--- src/rtl/exec_controller_pkg.sv ---
// exec_controller_pkg: shared sequencer state, opcode and instruction types.
// Rev 1.0 - initial release.
`default_nettype none

package exec_controller_pkg;

  localparam int DATA_W_DEF = 8;
  localparam int ADDR_W_DEF = 4;

  typedef enum logic [2:0] {
    SRST    = 3'd0,
    SREAD   = 3'd1,
    SLOAD1  = 3'd2,
    SLOAD2  = 3'd3,
    SCALC   = 3'd4,
    SWRITE  = 3'd5,
    SFINISH = 3'd6,
    SERR    = 3'd7
  } SequencerState;

  typedef enum logic [3:0] {
    OP_NOP  = 4'h0,
    OP_LDI  = 4'h1,
    OP_ADD  = 4'h2,
    OP_SUB  = 4'h3,
    OP_MUL  = 4'h4,
    OP_DIV  = 4'h5,
    OP_JMP  = 4'h6,
    OP_HALT = 4'hF
  } opcode_e;

  typedef struct packed {
    logic [3:0] opcode;
    logic [1:0] rd;
    logic [1:0] rs1;
    logic [7:0] imm;
  } instr_t;

endpackage

`default_nettype wire

--- src/rtl/exec_controller_muldiv.sv ---
// exec_muldiv: iterative unsigned shift-add multiplier / restoring divider, one bit per step.
// Rev 1.0 - initial release.
`default_nettype none

module exec_muldiv #(
  parameter int DATA_W = 8
) (
  input  logic              clk,
  input  logic              rstn,
  input  logic              start,
  input  logic              is_div,
  input  logic              step,
  input  logic              clr,
  input  logic [DATA_W-1:0] a,
  input  logic [DATA_W-1:0] b,
  output logic              busy,
  output logic              done,
  output logic [DATA_W-1:0] result
);

  localparam int CW = $clog2(DATA_W + 1);

  logic              r_run;
  logic              r_div;
  logic              r_done;
  logic [CW-1:0]     r_cnt;
  logic [DATA_W-1:0] r_x;    // multiplier (mul) or dividend/quotient (div)
  logic [DATA_W-1:0] r_y;    // multiplicand (mul) or divisor (div)
  logic [DATA_W:0]   r_acc;  // product (mul) or partial remainder (div)

  logic [DATA_W:0] w_shift;
  logic [DATA_W:0] w_diff;
  logic            w_neg;

  assign w_shift = {r_acc[DATA_W-1:0], r_x[DATA_W-1]};
  assign w_diff  = w_shift - {1'b0, r_y};
  assign w_neg   = w_diff[DATA_W];

  always_ff @(posedge clk or negedge rstn) begin
    if (!rstn) begin
      r_run  <= 1'b0;
      r_div  <= 1'b0;
      r_done <= 1'b0;
      r_cnt  <= '0;
      r_x    <= '0;
      r_y    <= '0;
      r_acc  <= '0;
    end else if (clr) begin
      r_run  <= 1'b0;
      r_done <= 1'b0;
      r_cnt  <= '0;
    end else if (start) begin
      r_run  <= 1'b1;
      r_done <= 1'b0;
      r_cnt  <= '0;
      r_div  <= is_div;
      r_x    <= is_div ? a : b;
      r_y    <= is_div ? b : a;
      r_acc  <= '0;
    end else if (step && r_run) begin
      r_cnt <= r_cnt + 1'b1;
      if (r_cnt == CW'(DATA_W - 1)) begin
        r_run  <= 1'b0;
        r_done <= 1'b1;
      end
      if (r_div) begin
        r_acc <= w_neg ? w_shift : w_diff;
        r_x   <= {r_x[DATA_W-2:0], ~w_neg};
      end else begin
        if (r_x[0]) r_acc <= r_acc + {1'b0, r_y};
        r_x <= r_x >> 1;
        r_y <= r_y << 1;
      end
    end
  end

  assign busy   = r_run;
  assign done   = r_done;
  assign result = r_div ? r_x : r_acc[DATA_W-1:0];

endmodule

`default_nettype wire

--- src/rtl/exec_controller.sv ---
// exec_controller: PC, IR, 4-entry register file and ALU driven by the CPU sequencer state.
// Optional iterative MUL/DIV under macro EXEC_MULDIV_EN. Rev 1.0 - initial release.
`default_nettype none

module exec_controller
  import exec_controller_pkg::*;
#(
  parameter int DATA_W = DATA_W_DEF,
  parameter int ADDR_W = ADDR_W_DEF
) (
  input  logic              clk,
  input  logic              rstn,
  input  SequencerState     seq_q,
  output logic [ADDR_W-1:0] imem_addr,
  input  logic [15:0]       imem_data,
  output logic              nxt_line,
  output logic              err,
  output logic              finish,
  input  logic [1:0]        dbg_sel,
  output logic [DATA_W-1:0] dbg_data
);

`ifdef EXEC_MULDIV_EN
  localparam bit c_MD_EN = 1'b1;
`else
  localparam bit c_MD_EN = 1'b0;
`endif

  logic [ADDR_W-1:0] r_pc;
  instr_t            r_ir;
  logic [DATA_W-1:0] r_opa;
  logic [DATA_W-1:0] r_opb;
  logic [DATA_W-1:0] r_res;
  logic [DATA_W-1:0] r_rf [4];

  logic [3:0]        w_op;
  logic              w_legal;
  logic              w_is_md;
  logic              w_writes;
  logic              w_calc;
  logic              w_err;
  logic              w_fin;
  logic              w_nxt;
  logic [DATA_W-1:0] w_imm;
  logic [DATA_W-1:0] w_rs2_val;
  logic [DATA_W-1:0] w_alu;
  logic [DATA_W-1:0] w_result;
  logic              w_md_done;
  logic              w_md_busy;
  logic [DATA_W-1:0] w_md_result;

  assign w_op      = r_ir.opcode;
  assign w_imm     = DATA_W'(r_ir.imm);
  assign w_rs2_val = r_rf[r_ir.imm[1:0]];
  assign w_is_md   = c_MD_EN && (w_op == OP_MUL || w_op == OP_DIV);
  assign w_legal   = (w_op inside {OP_NOP, OP_LDI, OP_ADD, OP_SUB, OP_JMP, OP_HALT}) || w_is_md;
  assign w_writes  = w_legal && (w_op inside {OP_LDI, OP_ADD, OP_SUB, OP_MUL, OP_DIV});

  // Completion flags only exist in SCALC; priority err > finish > nxt_line.
  assign w_calc = (seq_q == SCALC);
  assign w_err  = w_calc && (!w_legal || (w_is_md && w_op == OP_DIV && r_opb == '0));
  assign w_fin  = w_calc && !w_err && (w_op == OP_HALT);
  assign w_nxt  = w_calc && !w_err && !w_fin && (!w_is_md || (w_md_done && !w_md_busy));

  always_comb begin
    w_alu = '0;
    case (w_op)
      OP_LDI:  w_alu = r_opb;
      OP_ADD:  w_alu = r_opa + r_opb;
      OP_SUB:  w_alu = r_opa - r_opb;
      default: w_alu = '0;
    endcase
  end

  assign w_result = w_is_md ? w_md_result : w_alu;

`ifdef EXEC_MULDIV_EN
  logic w_md_start;
  logic w_md_clr;

  assign w_md_start = (seq_q == SLOAD2) && w_is_md;
  assign w_md_clr   = (seq_q == SRST) || (seq_q == SWRITE);

  exec_muldiv #(.DATA_W(DATA_W)) u_muldiv (
    .clk    (clk),
    .rstn   (rstn),
    .start  (w_md_start),
    .is_div (w_op == OP_DIV),
    .step   (w_calc),
    .clr    (w_md_clr),
    .a      (r_opa),
    .b      (w_rs2_val),
    .busy   (w_md_busy),
    .done   (w_md_done),
    .result (w_md_result)
  );
`else
  assign w_md_busy   = 1'b0;
  assign w_md_done   = 1'b0;
  assign w_md_result = '0;
`endif

  always_ff @(posedge clk or negedge rstn) begin
    if (!rstn) begin
      r_pc  <= '0;
      r_ir  <= '0;
      r_opa <= '0;
      r_opb <= '0;
      r_res <= '0;
      for (int i = 0; i < 4; i++) r_rf[i] <= '0;
    end else begin
      case (seq_q)
        SRST: begin
          r_pc <= '0;
          r_ir <= '0;
        end
        SREAD:  r_ir  <= instr_t'(imem_data);
        SLOAD1: r_opa <= r_rf[r_ir.rs1];
        SLOAD2: r_opb <= (w_op == OP_LDI || w_op == OP_JMP) ? w_imm : w_rs2_val;
        SCALC: begin
          if (w_nxt) r_res <= w_result;
        end
        SWRITE: begin
          if (w_writes) r_rf[r_ir.rd] <= r_res;
          r_pc <= (w_op == OP_JMP) ? ADDR_W'(r_opb) : r_pc + 1'b1;
        end
        default: ;
      endcase
    end
  end

  assign imem_addr = r_pc;
  assign nxt_line  = w_nxt;
  assign err       = w_err;
  assign finish    = w_fin;
  assign dbg_data  = r_rf[dbg_sel];

endmodule

`default_nettype wire

--- config.mk ---
export PLATFORM = sky130hd
export DESIGN_NAME = exec_controller
export DESIGN_NICKNAME = d
export VERILOG_FILES = /design/src/rtl/exec_controller_pkg.sv /design/src/rtl/exec_controller_muldiv.sv /design/src/rtl/exec_controller.sv
export SDC_FILE = /design/constraint.sdc
export NUM_CORES = 1
export LEC_CHECK = 0
export BUFFER_PORTS_ARGS = -buffer_cell sky130_fd_sc_hd__buf_2
export CORE_MARGIN = 2
export CORE_UTILIZATION = 60
export DETAILED_ROUTE_END_ITERATION = 12
export GPL_TIMING_DRIVEN = 0
export PLACE_DENSITY = 0.92
export SETUP_SLACK_MARGIN = 0.3
export SLEW_MARGIN = 0
export SYNTH_ARGS = -nofsm -noshare
export SYNTH_HDL_FRONTEND = slang
export SYNTH_SLANG_ARGS = --single-unit
--- constraint.sdc ---
create_clock -name clk -period 3.3 [get_ports clk]
set_clock_uncertainty 0.2 [all_clocks]
set_input_delay 0.66 -clock clk [delete_from_list [all_inputs] [get_ports clk]]
set_output_delay 0.66 -clock clk [all_outputs]
set_load 0.005 [all_outputs]
Word-level counts from Yosys, hierarchy flattened. Cells that the tools add are included.

Add/sub/neg operators: 3. Multiplexer cells: 17. Reductions and logical operators: 18. Order comparisons: 5. Bitwise operators: 4. Equality and inequality tests: 12.

Operators by type and width (number): $mux W8 (8); $bmux W8 S2 (3); $bwmux W32 (1); $pmux W16 S2 (1); $pmux W8 S3 (1); $demux W8 S2 (1); $eq A4 B3 Y1 const B (3); $ge A3 B3 Y1 const B (4); $not A2 Y3 (4); $add A8 B8 Y8 (1); $eq A4 B2 Y1 const B (2); $pmux W4 S2 (1); $sub A8 B8 Y8 (1); $eq A3 B2 Y1 const B (2); $eq A3 B3 Y1 const B (2); $logic_and A1 B1 Y1 (6); $reduce_bool A6 Y1 (1); $reduce_bool A5 Y1 (1); $add A4 B1 Y4 const B (1); $eq A4 B1 Y1 const B (1); $eq A4 B4 Y1 const B (1); $logic_not A4 Y1 (1); $mux W4 (1); $reduce_and A2 Y1 (2); other kinds (6) (9).

Output and inout port bits: 15. Bits in registers: 76.

Longest topological paths before layout. Gate-level depths: netlist of the first run.

Word-level depth: 10. Mapped depth: 11. Gate-level depth less buffers: 10.

Least setup slack after synthesis of the first run. OpenSTA, ideal clock, no wires.

Path kind: register -> register. Start: register r_ir (netlist bit w_op[2]). End: register r_res[6]. Stages on the path, launching flop included: 10. Buffers on the path: 1. Required time: 3.023 ns. Arrival: 2.479 ns. Setup slack: 0.544 ns. Library setup time: 0.077 ns. Cells stage by stage: dfrtp_1 > and4bb_2 > clkbuf_1 > mux2_2 > fa_1 > nor2b_1 > or3_1 > a21oi_1 > o311a_1 > a21oi_1.

Longest elaborated chain between the ends: 10.

Ends and longest elaborated chain: start: declaration (line exec_controller.sv:30) `instr_t r_ir;`; start signal: assignment (line exec_controller.sv:117) `SREAD: r_ir <= instr_t'(imem_data);`; $eq A4 B1 Y1, or another cell as far along (line exec_controller.sv:56, exec_controller.sv:67); $reduce_bool A6 Y1 (line exec_controller.sv:56) `assign w_legal = (w_op inside {OP_NOP, OP_LDI, OP_ADD, OP_SUB, OP_JMP, OP_HALT}) || w_is_md;`; $logic_not A1 Y1 (line exec_controller.sv:61) `assign w_err = w_calc && (!w_legal || (w_is_md && w_op == OP_DIV && r_opb == '0));`; $logic_and A1 B1 Y1 (line exec_controller.sv:61); $logic_not A1 Y1 (line exec_controller.sv:62, exec_controller.sv:63); $logic_and A1 B1 Y1 (line exec_controller.sv:62, exec_controller.sv:63); $logic_and A1 B1 Y1 (line exec_controller.sv:62) `assign w_fin = w_calc && !w_err && (w_op == OP_HALT);`; $logic_not A1 Y1 (line exec_controller.sv:63) `assign w_nxt = w_calc && !w_err && !w_fin && (!w_is_md || (w_md_done && !w_md_busy));`; $logic_and A1 B1 Y1 (line exec_controller.sv:63); $reduce_and A2 Y1 (no line); end signal: assignment (line exec_controller.sv:121) `if (w_nxt) r_res <= w_result;`; end: declaration (line exec_controller.sv:33) `logic [DATA_W-1:0] r_res;`.

Parallel ways exist; a longest one is shown, timed or not. A chain may end at the register's enable or synchronous reset.

Final worst setup path of the first run.
Start: register r_ir (netlist bit w_op[3]). End: output port nxt_line.

Longest elaborated chain between the ends: 9.

Ends and longest elaborated chain: $eq A4 B1 Y1, or another cell as far along (line exec_controller.sv:56); $reduce_bool A6 Y1 (line exec_controller.sv:56); $logic_not A1 Y1 (line exec_controller.sv:61); $logic_and A1 B1 Y1 (line exec_controller.sv:61); $logic_not A1 Y1 (line exec_controller.sv:62, exec_controller.sv:63); $logic_and A1 B1 Y1 (line exec_controller.sv:62, exec_controller.sv:63); $logic_and A1 B1 Y1 (line exec_controller.sv:62); $logic_not A1 Y1 (line exec_controller.sv:63); $logic_and A1 B1 Y1 (*) (line exec_controller.sv:63); end: declaration (line exec_controller.sv:16) `output logic nxt_line,`.

Mark *: on every way between the ends. The rest lies on a longest branch, timed or not.

==> results of run 1 <==
layout by cell type, fill, tap and decap left out, drive strengths merged, types with 2 or more instances in the layout:
master,instances
a21o,2
a21oi,19
a311oi,2
a31oi,6
a32oi,2
buf,48
bufinv,2
clkbuf,23
clkinv,3
dfrtp,76
ha,9
inv,11
mux2,39
mux2i,9
mux4,22
nand2,51
nand2b,2
nand3,5
nand3b,3
nor2,19
nor2b,3
nor3,7
nor3b,5
nor4,2
nor4b,2
o21a,4
o21ai,36
o311ai,2
or3b,2
xnor2,7
xor2,2
registers in the layout (all words and copies together) (netlist names):
| name | cells |
|---|---|
| imem_addr | 4 |
| r_ir | 4 |
| r_opa | 8 |
| r_opb | 8 |
| r_res | 8 |
| r_rf | 32 |
| w_imm | 8 |
| w_op | 4 |
layout make-up:
type / count / area [sq um]
clock inverter: 7 / 98.8
sequential: 76 / 1900
clock buffer: 9 / 124
multi-input combinational: 279 / 2330
buffer: 23 / 108
fill: 501 / 2170
tap: 99 / 124
timing repair buffer: 40 / 240
inverter: 10 / 37.5
synthesized netlist by cell type, types with 7 or more instances:
cell type,count,share of area (%)
inv_1,10,0.86
dfrtp_1,76,44
mux2i_1,9,2.1
nand2_1,51,4.4
mux2_2,39,10
nor3_1,7,0.80
xnor2_1,7,1.4
ha_1,9,2.6
a21oi_1,18,2.1
clkbuf_1,13,1.1
nor2_1,17,1.5
o21ai_0,36,4.1
mux4_2,22,11
kinds of logic after synthesis:
kind of cell               synth area share [%]
buffers and inverters                      3.19
AOI/OAI and AO/OA                          11.1
DFF                                        43.7
xor gates and xnor gates                   1.81
adders and majority gates                  3.05
muxes                                      23.5
and+or+nand+nor                            13.6
metal layers:
metal | up-vias | global-route usage, %
li1 | 1530 | -
met1 | 1756 | 41.6
met2 | 180 | 50.3
met3 | 39 | 6.28
met4 | 0 | 14.8
met5 | - | 0
worst max-delay path, stage by stage, from the launching register on:
cell and delay [ns]:
dfrtp_2 0.45, buf_2 0.20, or4b_4 0.58, a21oi_4 0.25
buf_6 0.15, buf_2 0.10
where the power goes:
group          leakage, nW  switching (mW)  internal [mW]
Sequential           0.995           0.270           1.16
Combinational         1.12           0.784          0.748
Clock                0.110           0.381          0.430
Total                 2.22            1.43           2.34
worst max path at each step:
stage	from	end	slack [ns]	cells after the start
after CTS	w_op[3]	nxt_line	0.24	5
after global routing	w_op[0]	r_res[7]	0.28	10
final	w_op[3]	nxt_line	0.34	5
after global placement	w_op[1]	r_res[6]	0.30	10
after detailed placement	w_op[1]	r_res[7]	0.26	11
after floorplan	w_op[2]	r_res[6]	0.54	9
what timing repair did:
| item | CTS | global route |
|---|---|---|
| hold buffers | 1 | 0 |
| setup buffers | 0 | 4 |
| gates resized for setup | 2 | 11 |
| endpoints found under the hold margin | 8 | 0 |
| endpoints found under the setup margin | 4 | 5 |
==> impl_metrics.csv, run 1 <==
group,metric,value,unit
cts,clk_pin_slew,0.09,ns
critical_path,worstPathRequired,2.44,ns
sta,rsz0062_at_grt,"yes",
cts,tritoncts,"done",
cts,clk_latency,0.36,ns
worst_hold_path,hold_path_depth,1,
worst_hold_path,min_to,"r_opa[5]",
synth,ys_ff_latch,76,
synth,async_flop_share,100,%
detailed_routing,drc_errors,0,
place,post_dp_cell_area,0.00468,sq mm
cts,cts-root-buf,"clkbuf_8",
synth,synth_enable_flop_cells,0,
synth,synthFlopType,"dfrtp_1",
critical_path,r2r-start,"w_op[0]",
detailed_routing,vias_per_cell,6.45,
sta,whs,0.338,ns
floorplanning,start_util,61.0,%
floorplanning,core-area,0.00714,sq mm
critical_path,crit_type,"reg2out",
global_routing,grt_pass1_vias,3522,
worst_hold_path,min-delay-path-class,"reg2reg",
power,power_density,760,mW/mm^2
critical_path,rrSetupSlack,0.39,ns
finish,nets,472,
detailed_routing,met3WireLength,820,microns
cts,cts-htree-levels,3,
sta,max-slew-margin-rel,42.9,%
floorplanning,rows,31,
synth,netlist_area,0.00435,sq mm
place,port-buffer-count,34,
global_routing,grt_max_degree,69,
global_routing,grt_pass1_wl,18.4,mm
detailed_routing,vias,3505,
sta,fmax,338,MHz
detailed_routing,wl,11.3,mm
critical_path,rr_endpoint,"r_res[6]",
power,power,3.78,mW
finish,diodes,0,
run,cap_violations,0,
place,dp.cells,522,
floorplanning,die_y,89.2,microns
finish,final_core_util,69.6,%
cts,clockBufferDepth,2,
synth,synthesis.instances,388,
sta,post-route-period-util,89.6,%
synth,synth_seq_area_share,43.7,%
detailed_routing,met2_length,5.63,mm
finish,drive_gt1_share,32.0,%
worst_hold_path,hp-start,"r_opa[5]",
detailed_routing,drtIter0Drc,415,
power,p_leak,2.22,nW
critical_path,start_kind,"flip-flop",
power,vdd_drop_max,0.504,mV
synth,syn_nets,421,
synth,yosysWarnings,0,
sta,final.setup.tns,0,ns
global_routing,grt.total_usage,31.4,%
outcome,status,"finished clean",
sta,final_max_slew_viol_count,0,
sta,setup-violations-final,0,
detailed_routing,ant_nets,0,
global_routing,grt_overflow_total,0,
synth,synth.distinct_cells,55,
sta,final.min_clock_period,2.96,ns
critical_path,cp-end-kind,"output pin",
cts,cts_buffers,9,
synth,syn_area_per_cell,11.2,sq um
global_routing,grt_antenna_before_repair,0,
cts,clock-sinks,76,
sta,fin_ws,0.344,ns
detailed_routing,wl_per_cell,20.7,microns
detailed_routing,first_pass_iters,5,
place,dp_slack,0.256,ns
sta,hold_viol,0,
finish,fin_area,0.00497,sq mm
detailed_routing,top_layer_used,"met4",
place,routabilityCongestion,0.941,
place,hpwl,7.59,mm
floorplanning,io_pins,38,
floorplanning,die_w,89.2,microns
sta,worst_pin_slew,0.854,ns
critical_path,worstPathArrival,2.10,ns
finish,area_delta_synth_final,14.2,%
critical_path,cp_max_fo,10,
detailed_routing,wl_met1,4.43,mm
finish,fin_cells,543,
floorplanning,dieArea,0.00795,sq mm
critical_path,ff2ff_path_depth,10,
No activity file was read; power rests on OpenSTA's default activity.
==> inputs of run 2 (changes only) <==
Clock period 3.3 ns to 2.95 ns, I/O delays scaled along.
==> run 2 against run 1 <==
  * Hold slack lost 0.075 ns
  * Routed wire length is 3.6% higher
  * Combinational power grew 36%
  * Global-route usage is 0.72 points lower
  * Critical path type is now reg2reg
  * Largest cell class unchanged
==> impl_metrics.csv, run 2 (synthesized netlist as in run 1, its figures left out) <==
group,metric,value,unit
global_routing,grt_overflow_total,0,
cts,cts-htree-levels,3,
place,port-buffer-count,34,
sta,final_max_slew_viol_count,0,
cts,tritoncts,"done",
floorplanning,core-area,0.00714,sq mm
power,vdd_drop_max,0.486,mV
critical_path,start_kind,"flip-flop",
global_routing,grt_pass1_vias,3524,
detailed_routing,drtIter0Drc,368,
floorplanning,die_y,89.2,microns
sta,hold_viol,0,
critical_path,worstPathArrival,2.82,ns
detailed_routing,first_pass_iters,5,
critical_path,slowest_delay,0.75,ns
run,cap_violations,0,
critical_path,cp_max_fo,9,
sta,rsz0062_at_grt,"yes",
finish,final_core_util,72.8,%
cts,cts_buffers,9,
critical_path,cp-end-kind,"flip-flop",
worst_hold_path,min-delay-path-class,"in2reg",
sta,whs,0.262,ns
place,dp.cells,522,
finish,final_cell_mix,"dfrtp_1 (75), nand2_1 (51), mux2_2 (38)",
critical_path,crit_path_frequent_cell,"buf_4",
critical_path,worstPathRequired,3.04,ns
critical_path,crit_chain,"buf_6 > buf_4 > buf_4 > nor3b_1 > o21ai_0 > nor3_1 > a31oi_1 > nand3_1",
finish,diodes,0,
sta,final.setup.tns,0,ns
outcome,status,"finished clean",
finish,top_register,"r_rf",
finish,nets,490,
cts,clk_pin_slew,0.09,ns
critical_path,path_delay_family,"simple AND/OR/NAND/NOR gates",
global_routing,grt_max_degree,72,
finish,area_delta_synth_final,19.4,%
detailed_routing,ant_nets,0,
sta,setup-violations-final,0,
cts,clockBufferDepth,2,
detailed_routing,vias_per_cell,6.49,
cts,clk_latency,0.36,ns
critical_path,crit_type,"reg2reg",
sta,max-slew-margin-rel,40.5,%
floorplanning,start_util,61.0,%
finish,fin_cells,561,
global_routing,grt_antenna_before_repair,0,
critical_path,rrSetupSlack,0.22,ns
detailed_routing,vias,3642,
sta,final.min_clock_period,2.73,ns
place,routabilityCongestion,0.872,
finish,largest_reg_flops,32,
sta,post-route-period-util,92.4,%
floorplanning,io_pins,38,
power,p_leak,2.32,nW
global_routing,grt_pass1_wl,17.9,mm
power,power_density,867,mW/mm^2
critical_path,slowest_stage,"nor3b_1",
critical_path,path_buf_inv,3,
place,hpwl,7.43,mm
detailed_routing,wl,11.7,mm
finish,drive_gt1_share,37.2,%
cts,clock-sinks,76,
detailed_routing,wl_per_cell,20.8,microns
floorplanning,die_w,89.2,microns
power,power,4.51,mW
cts,cts-root-buf,"clkbuf_8",
floorplanning,dieArea,0.00795,sq mm
sta,worst_pin_slew,0.890,ns
floorplanning,rows,31,
detailed_routing,drc_errors,0,
finish,final_common_cell,"dfrtp_1",
global_routing,grt.total_usage,30.7,%
sta,fmax,367,MHz
## run 2: cell count changes in the layout (fill, tap and decap cells not counted), moves of 2 or more
cell	change
buf_4	+16
clkinv_4	-2
buf_6	+5
a21oi_1	-2
buf_2	-2
## run 2: per-layer routing
layer	GRT usage, %	wire length, microns	up-vias
met1	38.9	4400	1805
met2	53.6	6000	216
met3	5.36	926	50
met5	0	0	-
li1	-	-	1571
met4	10.4	333	0
## run 2: cell type report
| class | count | area (sq um) |
|---|---|---|
| plain buffers | 23 | 136 |
| clock buffers | 11 | 141 |
| clock inverters | 5 | 58.8 |
| fillers | 480 | 1940 |
| inverters | 10 | 37.5 |
| multi-input cells | 279 | 2410 |
| flip-flops and latches | 76 | 1900 |
| well taps | 99 | 124 |
| repair buffers | 58 | 385 |
## run 2: through the flow
stage	cell area, sq um	setup WS [ns]
floorplan	4370	0.298
finish	5190	0.225
detailed placement	4690	0.0675
CTS	5060	0.240
global placement	4660	0.0858
global route	5190	0.124
## run 2: worst reg2reg max path, cell delays in order (launching register included)
cell and delay (ns):
dfrtp_1 0.39, buf_6 0.11, buf_4 0.10, buf_4 0.17, nor3b_1 0.75, o21ai_0 0.37
nor3_1 0.34, a31oi_1 0.13, nand3_1 0.11
## run 2: what timing repair did
action	CTS	global route
setup buffers	14	8
hold buffers	1	0
gates resized for setup	17	17
endpoints found under the hold margin	5	0
setup endpoints to repair	15	7
pin swaps	10	10
gates cloned	0	0
## run 2: where the power goes
part	switching (mW)	leakage (nW)	internal [mW]
clock network	0.398	0.0959	0.416
logic	1.02	1.23	1.07
registers	0.310	0.996	1.30
total	1.73	2.32	2.78
## run 2: final timing paths
path	from	to	depth (start not counted)
hold / removal	imem_data[5]	w_imm[5]	3
setup reg to reg	w_op[1]	r_res[7]	8
setup / recovery	w_op[1]	r_res[7]	8
hold reg to reg	w_imm[7]	w_imm[7]	2
max in group asynchronous	rstn	r_opa[5]	3
min in group asynchronous	rstn	imem_addr[1]	2
